`src/rtl/redirect_route_ctrl_pkg.sv`:
```
// Shared types for the redirect routing controller: per-port FSM states and the route record.
package ariane_soc;

    localparam int unsigned INIT_IDX_W = 2;

    typedef enum logic [1:0] {
        IDLE      = 2'd0,
        DRAIN_ON  = 2'd1,
        ACTIVE    = 2'd2,
        DRAIN_OFF = 2'd3
    } redirect_state_t;

    typedef struct packed {
        logic                  en;
        logic [INIT_IDX_W-1:0] src;
        logic [INIT_IDX_W-1:0] tgt;
    } route_t;

    function automatic logic is_drain(input redirect_state_t s);
        return (s == DRAIN_ON) || (s == DRAIN_OFF);
    endfunction

endpackage

```
`src/rtl/redirect_route_ctrl_port.sv`:
```
// Single-port redirect FSM with outstanding-burst counter; override visible 2 cycles after request.
// Gate asserts while draining or when the counter saturates; watchdog under REDIRECT_DRAIN_TIMEOUT_EN.
module redirect_route_port
    import ariane_soc::*;
#(
    parameter int unsigned CNT_W = 4,
    parameter int unsigned TMO_W = 10
) (
    input  logic                  clk,
    input  logic                  rst,
    input  logic                  redirect_valid_i,
    input  logic [INIT_IDX_W-1:0] source_i,
    input  logic [INIT_IDX_W-1:0] target_i,
    input  logic                  req_fire_i,
    input  logic                  rsp_done_i,
    output logic                  gate_req_o,
    output route_t                route_o,
    output logic                  drain_err_o
);

    localparam logic [CNT_W-1:0] CNT_MAX = '1;

    redirect_state_t       state_q, state_d;
    logic [CNT_W-1:0]      cnt_q, cnt_d;
    logic [INIT_IDX_W-1:0] src_q, tgt_q;
    logic                  latch;
    logic                  gate_q;
    logic                  tmo_hit;
    logic                  route_on;

    always_comb begin
        cnt_d = cnt_q;
        if (tmo_hit) begin
            cnt_d = '0;
        end else if (req_fire_i && !rsp_done_i && (cnt_q != CNT_MAX)) begin
            cnt_d = cnt_q + 1'b1;
        end else if (rsp_done_i && !req_fire_i && (cnt_q != '0)) begin
            cnt_d = cnt_q - 1'b1;
        end
    end

    // Drain completion looks at the post-update count so the switch happens the cycle after it empties.
    always_comb begin
        state_d = state_q;
        latch   = 1'b0;
        case (state_q)
            IDLE: begin
                if (redirect_valid_i) begin
                    state_d = DRAIN_ON;
                    latch   = 1'b1;
                end
            end
            DRAIN_ON: begin
                if (!redirect_valid_i) begin
                    state_d = IDLE;
                end else if (cnt_d == '0) begin
                    state_d = ACTIVE;
                end
            end
            ACTIVE: begin
                if (!redirect_valid_i) begin
                    state_d = DRAIN_OFF;
                end else if ((source_i != src_q) || (target_i != tgt_q)) begin
                    state_d = DRAIN_ON;
                    latch   = 1'b1;
                end
            end
            DRAIN_OFF: begin
                if (redirect_valid_i) begin
                    state_d = DRAIN_ON;
                    latch   = 1'b1;
                end else if (cnt_d == '0) begin
                    state_d = IDLE;
                end
            end
            default: state_d = IDLE;
        endcase
        if (tmo_hit) begin
            state_d = IDLE;
            latch   = 1'b0;
        end
    end

    // The gate covers both the current and the next state, so it releases one cycle after the route flips.
    always_ff @(posedge clk or posedge rst) begin
        if (rst) begin
            state_q <= IDLE;
            cnt_q   <= '0;
            src_q   <= '0;
            tgt_q   <= '0;
            gate_q  <= 1'b0;
        end else begin
            state_q <= state_d;
            cnt_q   <= cnt_d;
            gate_q  <= is_drain(state_q) || is_drain(state_d);
            if (latch) begin
                src_q <= source_i;
                tgt_q <= target_i;
            end
        end
    end

    assign route_on   = (state_q == ACTIVE) || (state_q == DRAIN_OFF);
    assign route_o    = route_on ? '{en: 1'b1, src: src_q, tgt: tgt_q} : '0;
    assign gate_req_o = gate_q || (cnt_q == CNT_MAX);

`ifdef REDIRECT_DRAIN_TIMEOUT_EN
    logic [TMO_W-1:0] tmo_q;
    logic             err_q;

    assign tmo_hit = is_drain(state_q) && (tmo_q == {TMO_W{1'b1}});

    always_ff @(posedge clk or posedge rst) begin
        if (rst) begin
            tmo_q <= '0;
            err_q <= 1'b0;
        end else begin
            if ((state_d != state_q) || !is_drain(state_q)) begin
                tmo_q <= '0;
            end else begin
                tmo_q <= tmo_q + 1'b1;
            end
            if (tmo_hit) begin
                err_q <= 1'b1;
            end
        end
    end

    assign drain_err_o = err_q;
`else
    // No watchdog: a drain waits for its last response indefinitely.
    assign tmo_hit     = 1'b0;
    assign drain_err_o = |{TMO_W{1'b0}};
`endif

endmodule

```
`src/rtl/redirect_route_ctrl.sv`:
```
// Crossbar redirect override controller: one independent drain-safe FSM per target port.
// Override follows request by 2 cycles on an idle port; optional watchdog via REDIRECT_DRAIN_TIMEOUT_EN.
module redirect_route_ctrl
    import ariane_soc::*;
#(
    parameter int unsigned N_TARG_PORT = 7,
    parameter int unsigned LOG_N_INIT  = INIT_IDX_W,
    parameter int unsigned CNT_W       = 4,
    parameter int unsigned TMO_W       = 10
) (
    input  logic                                  clk,
    input  logic                                  rst,
    input  logic [N_TARG_PORT-1:0]                redirect_valid_i,
    input  logic [N_TARG_PORT-1:0][LOG_N_INIT-1:0] source_i,
    input  logic [N_TARG_PORT-1:0][LOG_N_INIT-1:0] target_i,
    input  logic [N_TARG_PORT-1:0]                req_fire_i,
    input  logic [N_TARG_PORT-1:0]                rsp_done_i,
    output logic [N_TARG_PORT-1:0]                gate_req_o,
    output logic [N_TARG_PORT-1:0]                route_en_o,
    output logic [N_TARG_PORT-1:0][LOG_N_INIT-1:0] route_src_o,
    output logic [N_TARG_PORT-1:0][LOG_N_INIT-1:0] route_tgt_o,
    output logic [N_TARG_PORT-1:0]                drain_err_o
);

    for (genvar p = 0; p < N_TARG_PORT; p++) begin : g_port
        route_t route;

        redirect_route_port #(
            .CNT_W (CNT_W),
            .TMO_W (TMO_W)
        ) u_port (
            .clk              (clk),
            .rst              (rst),
            .redirect_valid_i (redirect_valid_i[p]),
            .source_i         (source_i[p]),
            .target_i         (target_i[p]),
            .req_fire_i       (req_fire_i[p]),
            .rsp_done_i       (rsp_done_i[p]),
            .gate_req_o       (gate_req_o[p]),
            .route_o          (route),
            .drain_err_o      (drain_err_o[p])
        );

        assign route_en_o[p]  = route.en;
        assign route_src_o[p] = route.src;
        assign route_tgt_o[p] = route.tgt;
    end

endmodule

```
`config.mk`:
```
export PLATFORM = sky130hd
export DESIGN_NAME = redirect_route_ctrl
export DESIGN_NICKNAME = d
export VERILOG_FILES = /design/src/rtl/redirect_route_ctrl_pkg.sv /design/src/rtl/redirect_route_ctrl_port.sv /design/src/rtl/redirect_route_ctrl.sv
export SDC_FILE = /design/constraint.sdc
export NUM_CORES = 1
export LEC_CHECK = 0
export ABC_AREA = 0
export BUFFER_PORTS_ARGS = -buffer_cell sky130_fd_sc_hd__buf_2
export CAP_MARGIN = 20
export CORE_MARGIN = 5
export CORE_UTILIZATION = 58
export DETAILED_ROUTE_END_ITERATION = 7
export PLACE_DENSITY = 0.8
export SLEW_MARGIN = 30
export SYNTH_ARGS = -nofsm -noshare
export SYNTH_HDL_FRONTEND = slang
export SYNTH_SLANG_ARGS = --single-unit
export TNS_END_PERCENT = 1
```
`constraint.sdc`:
```
create_clock -name clk -period 3.1 [get_ports clk]
set_clock_uncertainty 0.2 [all_clocks]
set_input_delay 0 -clock clk [delete_from_list [all_inputs] [get_ports clk]]
set_output_delay 0 -clock clk [all_outputs]
set_load 0.03 [all_outputs]
```
==> out/metrics.cfg <==
[synthesis]
synth_cell_types=63
syn_area_um2=5977
synth_commonest_cells=dfrtp_1 (77), nand2_1 (57), inv_1 (52), nor2b_1 (47), ha_1 (42)
synth_edf_count=0
syn_area_per_cell_um2=8.751
yosys_most_used_dff=dfrtp_1
synth_seq_cells=77
yosys.area.top_type=dfrtp_1
ys_warn_count=0
yosysSeqAreaShare=0.3224
yosys.cell_count.top_type=dfrtp_1
netlist_top_cells_area=dfrtp_1 (32%), ha_1 (8.8%), mux2_2 (5.7%)
yosysTopAreaCellShare=0.3224
syn_inst=683
synthArstFlopShare=1.000

[placement]
dp_hpwl_mm=9.657
place_ws_ps=620.6
io_buffer_count=92
placed_area_um2=6461
place.gp.congestion=0.9279

[clock_network]
cts_sinks=77
tritoncts=yes
clkLatencyLatePin_ps=360
cts_resized=0
clock-root-buffer=clkbuf_8
postCtsHoldBufs=61
clkTransAtPathRegs_ps=90
cts_buffers=9
post_cts_buffers=0
cts_max_level=3
cts_buffer_depth=2

[detailed_routing]
via_per_inst=5.585
wl_mm=13.99
via_count=5395
drtAntennaViolNets=0
detail_route.first_pass.iterations=5
remaining_drc_errors=0
detail_route.wl_per_cell_um=14.49
drt_iter0_drc=301

[critical_path]
critPathMaxFanout=6
arrival_ps=2940
startpoint_type=flip-flop
cp_slowest_cell=dlygate4sd3_1
cp_cell_sequence=ha_1, nor4bb_1, o21ai_0, dlygate4sd3_1, o221a_2, a211o_1, or3_1, nand3_1
path_class=flip-flop to flip-flop
worstPathRequired_ps=3190
max_stage_delay_ps=560
worstSetupEndpointType=flip-flop

[cells_and_area]
synthToLayoutAreaGrowth_pct=22.32
fin_nets=918
post-route-util=0.7178
drive_gt1_frac=0.1892
fill_cells=728
fin_area_um2=7311
diodes=0

[global_route]
grt_overflow_total=0
grt_pass1_vias=5263
antenna_found_initial=0
grt_pass1_wl_mm=23.82
grt_max_degree=47
grt_usage=0.2254

[floorplanning]
dieHeight_um=111.5
die_w_um=111.5
fp-row-count=37
core_um2=10180
io_pins=100
start_util=0.5869
die_area_um2=12440

[sta]
setup_violations=0
slew_viol_final=0
tns_ps=0
hold-worst-slack_ps=32.05
tightest_slew_ps=684.7
rsz0062_at_grt=false
slew-limit-headroom=0.5429
timing.final.ws_setup_ps=249.3
hold_viol_final=0
fin_crit_ps=2851
post-route-period-util=0.9196
max_freq_mhz=350.8

[run_status]
status=finished, final reports clean

[hold_path]
min_path_type=primary input to flip-flop

[flow_run]
cap_violations=0

[power_and_ir_drop]
worst_ir_drop_vdd_mv=0.4923
power_density_nw_per_um2=828.3
p_leak_nw=3.296

-- flip-flops by register name, summed over array words and instances, names as in the netlist --
signal                 flops
g_port.u_port.cnt_q       28
g_port.u_port.state_q     14
g_port.u_port.src_q       14
g_port.u_port.tgt_q       14
g_port.u_port.gate_q       7
-- cells in the final DEF, fill, tap and decap left out, types with 3 or more instances in the layout --
master / n
buf_2: 92
dfrtp_1: 77
dlygate4sd3_1: 61
nand2_1: 57
inv_1: 51
nor2b_1: 47
ha_1: 42
o21ai_0: 39
nor2_1: 34
xnor2_1: 31
mux2_2: 30
nand2b_1: 28
a21oi_1: 27
nand3_1: 26
nand4_1: 12
a31oi_1: 11
a211oi_1: 9
clkbuf_8: 9
nand3b_1: 8
mux2i_1: 8
or3_1: 8
o211ai_1: 7
or2_2: 7
nor3_1: 7
conb_1: 7
nor3b_1: 6
o22ai_1: 6
o21a_1: 5
and3_1: 5
xor2_1: 5
a32oi_1: 4
o221a_2: 4
a221oi_1: 3
a21o_1: 3
nor4_1: 3
nor4bb_1: 3
a211o_1: 3
nand4b_1: 3
bufinv_16: 3
-- cell families (layout without fill, tap and decap cells) --
kind of cell	after synthesis	in the layout	share of synthesized area
buf+inv	81	222	0.06426
mux	38	38	0.06992
simple gates	267	267	0.2462
xor+xnor	36	36	0.05275
compound gates	141	141	0.1560
flops	77	77	0.3224
other cells	1	7	0.0006274
fa+ha+maj	42	42	0.08792
-- where the power goes --
part	total (mW)	leakage (nW)	internal (mW)	switching, mW
combinational	3.12	2.26	1.52	1.60
clock	0.913	0.116	0.535	0.378
sequential	2.03	0.917	1.48	0.545
-- critical path: cells and delay by family (launching register included) --
family | cells | cell delay [ps]
AND/OR/NAND/NOR | 3 | 740
adder cells (fa/ha/maj) | 1 | 260
AO/OA/AOI/OAI | 3 | 560
buffers and inverters | 1 | 560
flip-flops | 1 | 450
-- routing by layer --
layer	vias to the layer above	GRT usage	routed length, um
li1	2671	-	-
met5	-	0	0
met2	137	0.4017	7098
met4	0	0.08110	243
met3	21	0.03967	591
met1	2566	0.2731	6060
-- metrics by stage --
stage / power, mW / cells
after floorplan: 4.354 / 689
after global placement: 4.774 / 889
after detailed placement: 4.942 / 889
after CTS: 6.031 / 966
after global routing: 6.546 / 966
final: 6.056 / 966
-- cell type report --
cell class | count | area, um2 | share of cell area
Tap cell | 136 | 170.2 | 0.02328
Multi-Input combinational cell | 531 | 3689 | 0.5045
Inverter | 52 | 195.2 | 0.02670
Clock inverter | 6 | 111.4 | 0.01523
Clock buffer | 10 | 127.6 | 0.01746
Timing Repair Buffer | 154 | 1091 | 0.1492
Sequential cell | 77 | 1927 | 0.2636
-- path summary, 6_finish.rpt --
path | from | end | slack, ps | depth (start not counted)
min in group asynchronous | rst | g_port[3].u_port.gate_q | 90 | 3
setup / recovery | g_port[5].u_port.cnt_q[1] | g_port[5].u_port.state_q[1] | 250 | 8
max in group asynchronous | rst | g_port[4].u_port.state_q[1] | 1930 | 4
hold / removal | rsp_done_i[5] | g_port[5].u_port.cnt_q[3] | 30 | 4
hold reg to reg | g_port[3].u_port.tgt_q[0] | g_port[3].u_port.tgt_q[0] | 350 | 1
setup reg to reg | g_port[5].u_port.cnt_q[1] | g_port[5].u_port.state_q[1] | 250 | 8
(Power assumes the default switching activity.)
